--- config.mk ---
export PLATFORM = sky130hd
export DESIGN_NAME = mmio_bus_arbiter
export DESIGN_NICKNAME = d
export VERILOG_FILES = /design/src/rtl/mmio_bus_pkg.sv /design/src/rtl/mmio_addr_decode.sv /design/src/rtl/mmio_bus_arbiter.sv
export SDC_FILE = /design/constraint.sdc
export NUM_CORES = 1
export LEC_CHECK = 0
export ABC_AREA = 1
export CORE_ASPECT_RATIO = 0.5
export CORE_MARGIN = 1
export CORE_UTILIZATION = 44
export DETAILED_ROUTE_END_ITERATION = 6
export PLACE_DENSITY_LB_ADDON = 0.2
export SLEW_MARGIN = 20
export SYNTH_ARGS = -nofsm -noshare
export SYNTH_HDL_FRONTEND = slang
export SYNTH_SLANG_ARGS = --single-unit
--- constraint.sdc ---
create_clock -name clk -period 4.15 [get_ports clk]
set_input_delay 0.83 -clock clk [delete_from_list [all_inputs] [get_ports clk]]
set_output_delay 0.83 -clock clk [all_outputs]
set_load 0.05 [all_outputs]
--- src/rtl/mmio_bus_pkg.sv ---
// ---------------------------------------------------------------------------
// mmio_bus_pkg
// Shared definitions for the MMIO peripheral bus: arbiter state encoding,
// chip-select bit positions, address page constants and the default read
// data returned on a timed-out access.
// ---------------------------------------------------------------------------
package mmio_bus_pkg;

   typedef enum logic [1:0] {
      ST_IDLE   = 2'd0,
      ST_ACCESS = 2'd1,
      ST_DONE   = 2'd2
   } state_t;

   // One-hot chip-select layout
   localparam int unsigned CS_W   = 5;
   localparam int unsigned CS_RAM = 0;
   localparam int unsigned CS_GFX = 1;
   localparam int unsigned CS_AUD = 2;
   localparam int unsigned CS_SER = 3;
   localparam int unsigned CS_PS2 = 4;

   // Address page (top nibble) of each non-RAM device
   localparam int unsigned PAGE_W   = 4;
   localparam logic [3:0]  PAGE_GFX = 4'hC;
   localparam logic [3:0]  PAGE_AUD = 4'hD;
   localparam logic [3:0]  PAGE_SER = 4'hE;
   localparam logic [3:0]  PAGE_PS2 = 4'hF;

   localparam logic [15:0] DEF_ERR_DATA = 16'hDEAD;

endpackage : mmio_bus_pkg

--- src/rtl/mmio_addr_decode.sv ---
// ---------------------------------------------------------------------------
// mmio_addr_decode
// Combinational address page to one-hot chip-select decode.
// Ports:
//   i_page  in  4         top nibble of the bus address
//   o_cs_c  out CS_W      one-hot select: RAM, graphics, audio, serial, PS/2
// ---------------------------------------------------------------------------
module mmio_addr_decode
   import mmio_bus_pkg::*;
(
   input  logic [PAGE_W-1:0] i_page,
   output logic [CS_W-1:0]   o_cs_c
);

   // Every page outside the device window maps to RAM
   always_comb begin
      o_cs_c = '0;
      unique case (i_page)
         PAGE_GFX: o_cs_c[CS_GFX] = 1'b1;
         PAGE_AUD: o_cs_c[CS_AUD] = 1'b1;
         PAGE_SER: o_cs_c[CS_SER] = 1'b1;
         PAGE_PS2: o_cs_c[CS_PS2] = 1'b1;
         default:  o_cs_c[CS_RAM] = 1'b1;
      endcase
   end

endmodule : mmio_addr_decode

--- src/rtl/mmio_bus_arbiter.sv ---
// ---------------------------------------------------------------------------
// mmio_bus_arbiter
// Two-master round-robin arbiter and access sequencer for the shared MMIO
// peripheral bus. Latches the winning master's request, drives the one-hot
// chip select and strobes, waits for RAM latency or a device ack (with a
// timeout), then returns a one-cycle done pulse and read data to the owner.
//
// Ports:
//   clk, rst                  clock, synchronous active-high reset
//   m_req[1:0], m_write[1:0]  per-master request / write flag
//   m0_addr, m1_addr          per-master address
//   m0_wdata, m1_wdata        per-master write data
//   m_done[1:0]               completion pulse to the owning master
//   m_err                     access timed out (valid with m_done)
//   m_rdata                   read data (valid with m_done, held otherwise)
//   cs[4:0]                   one-hot chip select
//   dev_read, dev_write       bus strobes
//   dev_addr, dev_wdata       latched address / write data
//   dev_rdata, dev_ack        device read data / completion
//   stat_m0, stat_m1, stat_tmo  saturating counters (MMIO_BUS_STATS_EN only)
//
// Optional feature: define MMIO_BUS_STATS_EN to add the statistics counters.
// ---------------------------------------------------------------------------
module mmio_bus_arbiter
   import mmio_bus_pkg::*;
#(
   parameter int unsigned       DATA_W   = 16,
   parameter int unsigned       ADDR_W   = 16,
   parameter int unsigned       RAM_WAIT = 1,
   parameter int unsigned       TIMEOUT  = 32,
   parameter logic [DATA_W-1:0] ERR_DATA = DATA_W'(DEF_ERR_DATA)
) (
   input  logic              clk,
   input  logic              rst,
   input  logic [1:0]        m_req,
   input  logic [1:0]        m_write,
   input  logic [ADDR_W-1:0] m0_addr,
   input  logic [ADDR_W-1:0] m1_addr,
   input  logic [DATA_W-1:0] m0_wdata,
   input  logic [DATA_W-1:0] m1_wdata,
   output logic [1:0]        m_done,
   output logic              m_err,
   output logic [DATA_W-1:0] m_rdata,
   output logic [CS_W-1:0]   cs,
   output logic              dev_read,
   output logic              dev_write,
   output logic [ADDR_W-1:0] dev_addr,
   output logic [DATA_W-1:0] dev_wdata,
   input  logic [DATA_W-1:0] dev_rdata,
`ifdef MMIO_BUS_STATS_EN
   output logic [DATA_W-1:0] stat_m0,
   output logic [DATA_W-1:0] stat_m1,
   output logic [DATA_W-1:0] stat_tmo,
`endif
   input  logic              dev_ack
);

   localparam int unsigned CNT_W = 8;

   state_t            r_state;
   logic              r_prio;   // master that wins a simultaneous request
   logic              r_owner;
   logic [CNT_W-1:0]  r_cnt;

   logic              w_grant;
   logic [ADDR_W-1:0] w_sel_addr;
   logic [DATA_W-1:0] w_sel_wdata;
   logic [CS_W-1:0]   w_cs;
   logic              w_ram_hit;
   logic              w_tmo_hit;
   logic              w_complete;
   logic              w_timeout;
   logic              w_fire;

   // A lone requester wins outright; a tie goes to the priority pointer
   assign w_grant     = (m_req == 2'b11) ? r_prio : m_req[1];
   assign w_sel_addr  = w_grant ? m1_addr  : m0_addr;
   assign w_sel_wdata = w_grant ? m1_wdata : m0_wdata;

   mmio_addr_decode u_decode (
      .i_page (w_sel_addr[ADDR_W-1 -: PAGE_W]),
      .o_cs_c (w_cs)
   );

   // Completion: RAM after a fixed wait, devices on ack or timeout.
   // An ack coinciding with the timeout compare is a success.
   assign w_ram_hit  = (r_cnt == CNT_W'(RAM_WAIT - 1));
   assign w_tmo_hit  = (r_cnt == CNT_W'(TIMEOUT - 1));
   assign w_complete = cs[CS_RAM] ? w_ram_hit : (dev_ack | w_tmo_hit);
   assign w_timeout  = ~cs[CS_RAM] & ~dev_ack & w_tmo_hit;
   assign w_fire     = (r_state == ST_ACCESS) & w_complete;

   // Arbitration / sequencing FSM with registered bus and master outputs
   always_ff @(posedge clk) begin
      if (rst) begin
         r_state   <= ST_IDLE;
         r_prio    <= 1'b0;
         r_owner   <= 1'b0;
         r_cnt     <= '0;
         m_done    <= '0;
         m_err     <= 1'b0;
         m_rdata   <= '0;
         cs        <= '0;
         dev_read  <= 1'b0;
         dev_write <= 1'b0;
         dev_addr  <= '0;
         dev_wdata <= '0;
      end else begin
         m_done <= '0;
         unique case (r_state)
            ST_IDLE: begin
               if (|m_req) begin
                  r_owner   <= w_grant;
                  r_prio    <= ~w_grant;
                  r_cnt     <= '0;
                  cs        <= w_cs;
                  dev_read  <= ~m_write[w_grant];
                  dev_write <= m_write[w_grant];
                  dev_addr  <= w_sel_addr;
                  dev_wdata <= w_sel_wdata;
                  r_state   <= ST_ACCESS;
               end
            end
            ST_ACCESS: begin
               if (w_complete) begin
                  cs              <= '0;
                  dev_read        <= 1'b0;
                  dev_write       <= 1'b0;
                  m_done[r_owner] <= 1'b1;
                  m_err           <= w_timeout;
                  // Writes always report zero read data
                  if (dev_write)
                     m_rdata <= '0;
                  else if (w_timeout)
                     m_rdata <= ERR_DATA;
                  else
                     m_rdata <= dev_rdata;
                  r_state <= ST_DONE;
               end else begin
                  r_cnt <= r_cnt + CNT_W'(1);
               end
            end
            ST_DONE: begin
               m_err   <= 1'b0;
               r_state <= ST_IDLE;
            end
            default: r_state <= ST_IDLE;
         endcase
      end
   end

`ifdef MMIO_BUS_STATS_EN
   // Saturating per-master completion and timeout counters
   always_ff @(posedge clk) begin
      if (rst) begin
         stat_m0  <= '0;
         stat_m1  <= '0;
         stat_tmo <= '0;
      end else if (w_fire) begin
         if (!r_owner && stat_m0 != '1)
            stat_m0 <= stat_m0 + DATA_W'(1);
         if (r_owner && stat_m1 != '1)
            stat_m1 <= stat_m1 + DATA_W'(1);
         if (w_timeout && stat_tmo != '1)
            stat_tmo <= stat_tmo + DATA_W'(1);
      end
   end
`endif

endmodule : mmio_bus_arbiter

Word level (Yosys, flattened, before mapping)
Cells that the tools add are included.

Reductions and logical operators: 14. Eq/ne operators: 11. Add/subtract/negate cells: 1. Bitwise gates (word level): 9. Order comparisons: 3. Muxes and demuxes: 31.

Operator list (count): 16-bit 2-to-1 mux (4); 4-bit equality test, second input constant (4); 8-bit 2-to-1 mux (2); 8-bit one-hot mux with 2 select lines (1); 1-bit 2-to-1 mux (14); 5-bit 2-to-1 mux (2); 5-bit one-hot mux with 2 select lines (1); 8-bit by 1-bit adder with 8-bit output, second input constant (1); 8-bit by 5-bit equality test with 1-bit output, second input constant (1); 8-bit zero test (1); 2-bit AND reduction (4); 2-bit != test, second input constant (3); 1-bit NOT (6); 1-bit one-hot mux with 2 select lines (3); 3-bit AND reduction (2); 2-bit equality test, second input constant (2); 1-bit by 2-bit less-than comparator with 1-bit output, second input constant (2); 2-bit 2-to-1 mux (2); 2-bit one-hot mux with 2 select lines (1); 2-bit nonzero test (2); 4-bit OR reduction (1); 3-bit OR reduction (1); 1-bit AND (2); 2-bit by 1-bit equality test with 1-bit output, second input constant (1); 6 further kinds (6).

Input bits: 87. Output and inout port bits: 58. Register bits after elaboration: 70. Logic and storage cells: 81.

Longest topological paths before layout
Depth in word-level cells: 8. Gate-level depth with buffers: 11. Mapped depth without buffers: 11.

Cells and area by module
A second synthesis with hierarchy kept.

Cell total of the unflattened synthesis: 451. Area total of the unflattened synthesis: 3268.1 sq um.

Modules (own cells, without submodules): mmio_bus_arbiter (sequential area each 1401.3 sq um, instances 1, area each 3224.3 sq um, cells an instance 440); mmio_addr_decode (sequential area each 0.0 sq um, instances 1, area each 43.8 sq um, cells an instance 11).

Least setup slack after synthesis
OpenSTA, ideal clock, no wires.

Kind: input -> register. Start: input port rst. End: register m_err. Required time: 4.070 ns. Setup time: 0.080 ns. Path buffers: 2. Stages on the path: 5. Arrival time: 1.667 ns. Setup slack: 2.403 ns. Path through: buf_2 > inv_1 > buf_1 > o21ai_0 > nor3b_1.

RTL lines: start: declaration (RTL line mmio_bus_arbiter.sv:34) `input logic rst,`; end signal: assignment (RTL line mmio_bus_arbiter.sv:130) `m_err <= w_timeout;`; end: declaration (RTL line mmio_bus_arbiter.sv:42) `output logic m_err,`.

Final worst setup path
Start: register dev_write. End: output port dev_write.

RTL lines: start: declaration (RTL line mmio_bus_arbiter.sv:46) `output logic dev_write,`; start signal: assignment (RTL line mmio_bus_arbiter.sv:118) `dev_write <= m_write[w_grant];`.

No word-level cell between the ends.

==> summary.txt <==
Final setup vio count = 0
Pin count of the biggest net entering global routing = 48
Most common cell after layout, fill and taps aside = clkdlybuf4s50_1
Worst Min Path Start = r_owner
Yosys cell types = 30
TritonCTS clock tree = built
Worst Path Arrival = 1.56 ns
Starting Density = 45.7%
Worst Path Max Fanout = 3
CP Launch Point = dev_write
Synth Register Bits = 70
Slew Limit Fails = 0
# DRC = 0
CTS buffer count = 9
Seq/Total Area, Yosys = 45.8%
Post-Syn Instances = 409
Port bufs = 144
RSZ-0062 raised after global routing = no
Maxcap violations = 0
Worst path cell trace = clkdlybuf4s50_1
FF-to-FF End = dev_addr[6]
WS Path Type = reg -> out
Placed Area = 4520 sq um
Post-route clock period utilization = 57.5%
Slew HR = 49.8%
Number of DRC markers in iteration 0 = 147
Type of origin of the critical path = flop
Via count = 3139
F_max = 0.419 GHz
Number of global-route vias before repair = 2770
IO Pins = 145
Delay-heaviest family, CP = buffers and inverters
Non-Filler Instances = 642
Clock buffer depth = 2
WL/cell = 12.8 microns
Pwr dens = 417 nW/um^2
Worst path buffer plus inverter count = 1
Worst Path Required = 3.32 ns
Final critical-path required period = 2.39 ns
H-tree Lvls = 3
Post-Syn Area per Cell = 7.49 sq um
Total power = 2000 uW
Area Overhead vs Synth = 56.7%
Final WS setup = 1.76 ns
Worst-skew pair later-pin latency = 0.33 ns
Core area = 6700 sq um
WHS Endpoint = m_done[0]
Clock-pin slew on the worst setup and hold paths = 0.05 ns
Root Driver = clkbuf_16
Post-CTS Resized = 0
Share of layout cells above drive strength 1 = 7.64%
Final hold violation count = 0
GRT Overall Usage = 22.8%
R2R Setup Slk = 2.31 ns
YS warnings = 0
FF-to-FF path depth = 8
GPL Wtd Cong = 0.820
Actual slew at the worst max-slew pin = 0.752 ns
Slowest stage delay, CP = 0.83 ns
Gr ovfl total = 0
Post-route setup TNS = 0 ns
First-pass GRT wire length = 12.8 mm
Syn Nets = 498
# diodes = 0
DR pass1 iterations = 4
Worst setup EP type = primary output
Die X = 120 microns
Final antenna-violating net count = 0
Routed wire length = 8.21 mm
Post-CTS Hold Buffers = 0
Initial antenna violation count = 0
Outcome = finished, final reports clean
Worst hold path type = reg -> reg
Total clock sinks = 70
Worst hold stages = 1
Commonest non-fill, non-tap cells in the layout = 144 x clkdlybuf4s50_1, 128 x nand2_1, 70 x dfxtp_1
Vias per inst = 4.89
Filler cells = 561
Critical-path top delay cell = clkdlybuf4s50_1
Fin nets = 634
Setup bufs post-CTS = 0
Mapped cell area = 3060 sq um
Layout Skew = 0.00702 ns
Leakage power = 0.00184 uW
Die height = 61.0 microns
Placed cell count = 626
R2r startpoint = r_state[0]
VDD IR max = 0.261 mV
Core Rows = 21
Design area = 4800 sq um
HPWL after DPL = 5.81 mm
Setup WS pre-CTS = 1.44 ns
Die area = 7320 sq um
## through the flow
step                utilization, %  hold slack [ns]
finish                        71.6            0.434
global route                  71.6            0.451
CTS                           71.6            0.443
detailed placement            67.5            0.433
global placement              67.5            0.406
floorplan                        -            0.393
## how the worst max path moves through the flow
stage              endpoint  cells past startpoint
6_report          dev_write                      1
5_1_grt        dev_wdata[5]                      8
4_1_cts               cs[0]                      1
3_5_place_dp   dev_wdata[8]                      8
3_3_place_gp    dev_addr[2]                      8
2_1_floorplan         m_err                      5
## Yosys cell counts
cell / number / area [sq um]
nand2_1: 128 / 480
dfxtp_1: 70 / 1400
nand3_1: 37 / 185
a31oi_1: 28 / 175
inv_1: 27 / 101
o21ai_0: 20 / 100
a21oi_1: 17 / 85.1
nor2_1: 16 / 60.1
o21ai_1: 9 / 45.0
buf_2: 7 / 35.0
o21ai_2: 7 / 61.3
buf_4: 6 / 45.0
clkbuf_1: 6 / 22.5
nand2_2: 4 / 25.0
inv_2: 3 / 11.3
nand2_4: 3 / 33.8
xor2_1: 3 / 26.3
buf_1: 2 / 7.51
buf_6: 2 / 22.5
ha_1: 2 / 25.0
nor2_2: 2 / 12.5
nor2_4: 2 / 22.5
a211oi_1: 1 / 7.51
nand3_4: 1 / 17.5
nand4_1: 1 / 6.26
nand4_4: 1 / 21.3
nor3_1: 1 / 5.00
nor3b_1: 1 / 7.51
o21bai_1: 1 / 7.51
o22ai_1: 1 / 6.26
## cell type report
type                       instances  area [sq um]  area share, %
tap                               92           115           2.40
clock inverter                     3          18.8          0.391
sequential                        70          1400           29.2
inverter                          30           113           2.35
multi-input combinational        286          1420           29.6
clock buffer                      13           260           5.42
timing repair buffer             148          1470           30.7
## cells by family after synthesis
group | share of synthesized area [%]
buffers and inverters | 8.01
adders and majority gates | 0.817
and+or+nand+nor | 28.6
xor gates and xnor gates | 0.858
DFF | 45.8
AOI/OAI and AO/OA | 15.9
## where the power goes
| group | switching, uW | internal (uW) |
|---|---|---|
| Combinational | 334 | 205 |
| Sequential | 29.8 | 727 |
| Clock | 271 | 436 |
## layer usage
metal  global-route usage (%)  up-vias  share of wire [%]  routed length, microns
met5                        0        -                  0                       0
met4                     7.50        0               0.78                      64
met3                     8.65        6                7.8                     643
met2                     38.8      116                 47                    3860
met1                     27.4     1397                 44                    3640
li1                         -     1620                  -                       -
## sequential cells by signal, indices dropped and copies added, names as in the netlist
register   cells
dev_addr      16
dev_wdata     16
m_rdata       16
r_cnt          8
cs             5
m_done         2
r_state        2
dev_read       1
dev_write      1
m_err          1
r_owner        1
r_prio         1
No activity file was read; power rests on OpenSTA's default activity.
